### src/rtl/wb_arbiter.sv
// Write-back arbiter: merges MEM/WB results with long-latency results held in a one-entry buffer.
// Also keeps a busy scoreboard for decode. WB_STARVE_EN adds the starvation counter and stall_req.
module wb_arbiter #(
    parameter int STARVE_LIMIT = 4
) (
    input  logic        clk,
    input  logic        rst,
    input  logic        pipe_we,
    input  logic [4:0]  pipe_waddr,
    input  logic [31:0] pipe_wdata,
    input  logic        ll_valid,
    output logic        ll_ready,
    input  logic [4:0]  ll_waddr,
    input  logic [31:0] ll_wdata,
    input  logic        iss_valid,
    input  logic [4:0]  iss_waddr,
    input  logic [4:0]  chk_addr1,
    input  logic [4:0]  chk_addr2,
    output logic        chk_busy1,
    output logic        chk_busy2,
    output logic        stall_req,
    output logic        sb_err,
    output logic        we,
    output logic [4:0]  waddr,
    output logic [31:0] wdata
);

    logic        buf_valid_q, buf_valid_d;
    logic [4:0]  buf_addr_q, buf_addr_d;
    logic [31:0] buf_data_q, buf_data_d;
    logic        we_q, we_d;
    logic [4:0]  waddr_q, waddr_d;
    logic [31:0] wdata_q, wdata_d;
    logic [31:0] busy_q, busy_d;
    logic        sb_err_q, sb_err_d;
    logic        stall_q;
    logic        pipe_req, grant_pipe, grant_buf, capture;

    assign pipe_req = pipe_we && (pipe_waddr != 5'd0);
    assign ll_ready = !buf_valid_q && !rst;
    assign capture  = ll_valid && ll_ready;

`ifdef WB_STARVE_EN
    logic [3:0] cnt_q, cnt_d;
    logic       stall_d;

    // A starved buffer outranks the pipeline; the stalled pipeline re-presents its request.
    assign grant_buf  = buf_valid_q && (stall_q || !pipe_req);
    assign grant_pipe = pipe_req && !stall_q;

    always_comb begin
        cnt_d = 4'd0;
        if (buf_valid_q && !grant_buf)
            cnt_d = (cnt_q == 4'hF) ? cnt_q : cnt_q + 4'd1;
        stall_d = (cnt_d >= 4'(STARVE_LIMIT));
    end

    always_ff @(posedge clk) begin
        if (rst) begin
            cnt_q   <= 4'd0;
            stall_q <= 1'b0;
        end else begin
            cnt_q   <= cnt_d;
            stall_q <= stall_d;
        end
    end
`else
    assign grant_buf  = buf_valid_q && !pipe_req;
    assign grant_pipe = pipe_req;
    // Constant 0 for any legal STARVE_LIMIT.
    assign stall_q    = (STARVE_LIMIT == 0);
`endif

    always_comb begin
        buf_valid_d = buf_valid_q;
        buf_addr_d  = buf_addr_q;
        buf_data_d  = buf_data_q;
        we_d        = 1'b0;
        waddr_d     = waddr_q;
        wdata_d     = wdata_q;
        busy_d      = busy_q;
        sb_err_d    = sb_err_q;

        if (capture) begin
            buf_valid_d = 1'b1;
            buf_addr_d  = ll_waddr;
            buf_data_d  = ll_wdata;
        end

        if (grant_pipe) begin
            we_d    = 1'b1;
            waddr_d = pipe_waddr;
            wdata_d = pipe_wdata;
        end else if (grant_buf) begin
            // An address-0 entry is drained without writing.
            we_d        = (buf_addr_q != 5'd0);
            waddr_d     = buf_addr_q;
            wdata_d     = buf_data_q;
            buf_valid_d = 1'b0;
            busy_d[buf_addr_q] = 1'b0;
        end

        // Set after clear so a same-cycle issue wins; a bit being drained is not a conflict.
        if (iss_valid && (iss_waddr != 5'd0)) begin
            if (busy_q[iss_waddr] && !(grant_buf && (buf_addr_q == iss_waddr)))
                sb_err_d = 1'b1;
            busy_d[iss_waddr] = 1'b1;
        end
        busy_d[0] = 1'b0;
    end

    always_ff @(posedge clk) begin
        if (rst) begin
            buf_valid_q <= 1'b0;
            buf_addr_q  <= 5'd0;
            buf_data_q  <= 32'd0;
            we_q        <= 1'b0;
            waddr_q     <= 5'd0;
            wdata_q     <= 32'd0;
            busy_q      <= 32'd0;
            sb_err_q    <= 1'b0;
        end else begin
            buf_valid_q <= buf_valid_d;
            buf_addr_q  <= buf_addr_d;
            buf_data_q  <= buf_data_d;
            we_q        <= we_d;
            waddr_q     <= waddr_d;
            wdata_q     <= wdata_d;
            busy_q      <= busy_d;
            sb_err_q    <= sb_err_d;
        end
    end

    assign chk_busy1 = busy_q[chk_addr1];
    assign chk_busy2 = busy_q[chk_addr2];
    assign stall_req = stall_q;
    assign sb_err    = sb_err_q;
    assign we        = we_q;
    assign waddr     = waddr_q;
    assign wdata     = wdata_q;

endmodule

### config.mk
export PLATFORM = sky130hd
export DESIGN_NAME = wb_arbiter
export DESIGN_NICKNAME = d
export VERILOG_FILES = /design/src/rtl/wb_arbiter.sv
export SDC_FILE = /design/constraint.sdc
export NUM_CORES = 1
export LEC_CHECK = 0
export ABC_AREA = 1
export CAP_MARGIN = 20
export CORE_MARGIN = 3
export CORE_UTILIZATION = 30
export CTS_CLUSTER_SIZE = 10
export DETAILED_ROUTE_END_ITERATION = 6
export HOLD_SLACK_MARGIN = 0.08
export SYNTH_ARGS = -nofsm -noshare
export SYNTH_HDL_FRONTEND = slang
export SYNTH_SLANG_ARGS = --single-unit
### constraint.sdc
create_clock -name clk -period 2.97 [get_ports clk]
set_clock_uncertainty 0.15 [all_clocks]
set_input_delay 0.891 -clock clk [delete_from_list [all_inputs] [get_ports clk]]
set_output_delay 0.891 -clock clk [all_outputs]
set_load 0.02 [all_outputs]
==> key figures <==
Routing
  • First DRT Iteration DRCs: 400
  • Remaining DRCs: 0
  • Via density: between 4 and 5
  • First-pass DRT Iterations: 7
  • Drt total wl: 19.1 mm
  • WL/cell: 15.8 um
  • Antenna Nets Post-Route: 0
  • Via count: 5901

Yosys
  • Register area share after synthesis: 0.381
  • Yosys Warn Count: 0
  • Post-synth EDFFs: 0
  • Cell Area, Synth: 5680 sq um
  • Synth Area in XOR/XNOR: 0.00463
  • Post-synth top cells: nand2_1 (245), inv_1 (118), dfxtp_1 (108)
  • Mapped Avg Cell Area: 6.82 sq um
  • Synth Area in Simple Gates: 0.259
  • Top cells by area, synth: dfxtp_1 (38%), nand2_1 (16%), inv_1 (7.8%)
  • Count leader, synth: nand2_1
  • Yosys top cell area share: 0.381
  • Compound-cell area share of the yosys netlist: 0.228
  • Multiplexer share of the synthesized area: 0
  • Adder-Cell Fraction of Synth Area: 0
  • Synth unique cells: 26
  • Area leader, netlist: dfxtp_1
  • Cell count after synthesis: 832
  • Number of synthesized register bits: 108
  • Syn Nets: 926
  • Top FF cell, synth: dfxtp_1
  • Largest family of logic cells by synthesized area: simple AND/OR/NAND/NOR gates
  • FFs w/ async S/R, synth: 0

Final layout
  • Layout cell share with drive strength beyond 1: 0.128
  • Area of the multi-input gates: 2840 sq um
  • Ant diodes: 0
  • Final core occ: 0.425
  • Register area: 2160 sq um
  • Final nets: 1070
  • Area Overhead vs Synth: 36.7%
  • Fill count: around 1900

STA
  • Tcrit/Tclk final: 0.981
  • Period minus WS final: 2.91 ns
  • Max-slew violations: 0
  • Max-slew headroom: 0.443
  • Slew @ Worst Pin: 0.836 ns
  • Final setup viols: 0
  • Unrepaired setup endpoints after global routing: true
  • Hold Vio Cnt, Final: 0
  • Setup TNS: 0 ns
  • Max Freq: 343 MHz
  • Final critical-path setup slack: 0.0570 ns

Critical path
  • Crit path DAT: approximately 1.9 ns
  • CP startpoint: chk_addr1[0]
  • CP endpoint kind: output pin
  • Flop2flop setup slack: ~1.4 ns
  • Largest fanout on the critical path: 5
  • Worst Path Required: 1.93 ns
  • Critical path startpoint category: primary input
  • Critical path class: primary input to output pin
  • Reg2reg start: buf_valid_q

Clocking
  • CTS tree: done
  • Worst-path clk slew: 0.07 ns
  • Clk root buf: clkbuf_16
  • CTS Buf Count: 9
  • Clk buf depth: 2
  • Clk Latency, worst-skew pair: 0.35 ns
  • CTS Sinks: ~110
  • Number of H-tree levels: 3

Status
  • Status: complete, no violations

Min path
  • HP Class: flip-flop to flip-flop
  • Worst hold start: sb_err

Die
  • Core ar.: 18300 sq um
  • Die Height: ~140 um
  • IO Pins: 137
  • Die area: 20600 sq um
  • # rows: 49
  • Width of the die: ~140 um
  • Initial core utilization: 0.311

Global routing
  • First-pass GRT wire length: 30.3 mm
  • Overflow left after global routing: 0
  • Initial antenna violation count: 0
  • GR Util All Layers: 0.186
  • Via count of the first global-routing pass: 5820
  • Largest net degree at the start of global routing: 71

Placement
  • Setup WS pre-CTS: -0.936 ns
  • Hpwl dp: ~14 mm
  • RD Place Congestion: 0.993
  • Port Buffers: 135

Pwr
  • Max IR drop VDD: 0.249 mV
  • Leak pwr: 3.34 nW
  • Power Dens Cells: roughly 450 nW/um^2

Job
  • Number of max-cap violations: 0
==> flip-flops by register name, indices dropped and copies added (netlist names) <==
name         count
buf_data_q      32
we               1
buf_valid_q      1
wdata           32
waddr            5
buf_addr_q       5
busy_q          31
sb_err           1
==> critical path, cell delays in order <==
cell and delay, ns:
buf_8 0.11, inv_6 0.06, buf_4 0.13, nor2_1 0.04, o221ai_1 0.21, nand3_1 0.10
nand2_1 0.08, nand2_1 0.06, nand2_2 0.07, buf_6 0.11
==> per-stage QoR <==
stage                     instances  hold WS, ns  power (W)  cell area (sq um)
after global routing           1210        0.352    0.00363               7760
after floorplan                 832        0.295    0.00199               5680
after global placement         1188        0.295    0.00231               7330
after detailed placement       1188        0.312    0.00231               7330
after CTS                      1207        0.324    0.00350               7640
final                          1210        0.315    0.00347               7760
==> metal layers <==
layer  track usage  share of wire
met4        0.0793          0.031
met3        0.0612          0.092
met1         0.229           0.43
met2         0.299           0.44
met5             0              0
==> final timing paths <==
| kind | depth (start not counted) | endpoint |
|---|---|---|
| min reg2reg | 2 | sb_err |
| max reg2reg | 5 | busy_q[28] |
| min | 2 | sb_err |
| max | 10 | chk_busy1 |
==> kinds of logic (layout without fill, tap and decap cells) <==
family                 after synthesis  after routing
AND/OR/NAND/NOR                    361            361
AO/OA/AOI/OAI                      195            195
buffers and inverters              164            313
flip-flops                         108            108
XOR/XNOR                             3              3
other                                1              1
==> repair_timing <==
item / in CTS / in global routing
gates resized for setup: 52 / 40
pin swaps: 10 / 23
hold buffers: 0 / 0
endpoints found under the hold margin: 0 / 0
buffers inserted: 0 / 2
cloned: 3 / 1
setup endpoints to repair: 2 / 2
==> layout make-up <==
type / instances / area share
clock buffer: 13 / 0.0335
clock inverter: 3 / 0.00274
inverter: 122 / 0.0603
multi-input combinational: 560 / 0.365
sequential: 108 / 0.279
tap: 229 / 0.0369
timing repair buffer: 172 / 0.219
timing repair inverter: 3 / 0.00290
==> layout by cell type, fill, tap and decap left out, types with 2 or more instances in the layout <==
cell,n
o21ai_0,46
nand2_1,244
nand3_1,28
clkinvlp_4,4
clkbuf_16,9
clkdlybuf4s50_1,125
xor2_1,3
a21oi_2,6
buf_4,27
nor3_1,3
nor2_4,2
a21oi_1,40
o211ai_1,24
dfxtp_1,108
o21ai_1,15
buf_6,10
o221ai_1,3
nand2_2,23
o211ai_2,20
o21ai_2,3
clkbuf_8,2
inv_4,2
buf_12,3
dlygate4sd2_1,3
o31ai_1,38
nor2_1,58
inv_2,6
buf_8,3
clkbuf_1,2
inv_1,113
==> power breakdown <==
group | leakage [nW] | internal (W) | total [W] | switching, W
Clock | 0.136 | 0.000616 | 0.00116 | 0.000545
Combinational | 2.32 | 0.000337 | 0.000736 | 0.000399
Sequential | 0.885 | 0.00153 | 0.00157 | 0.0000463
Total | 3.34 | 0.00248 | 0.00347 | 0.000989
(Power assumes the default switching activity.)
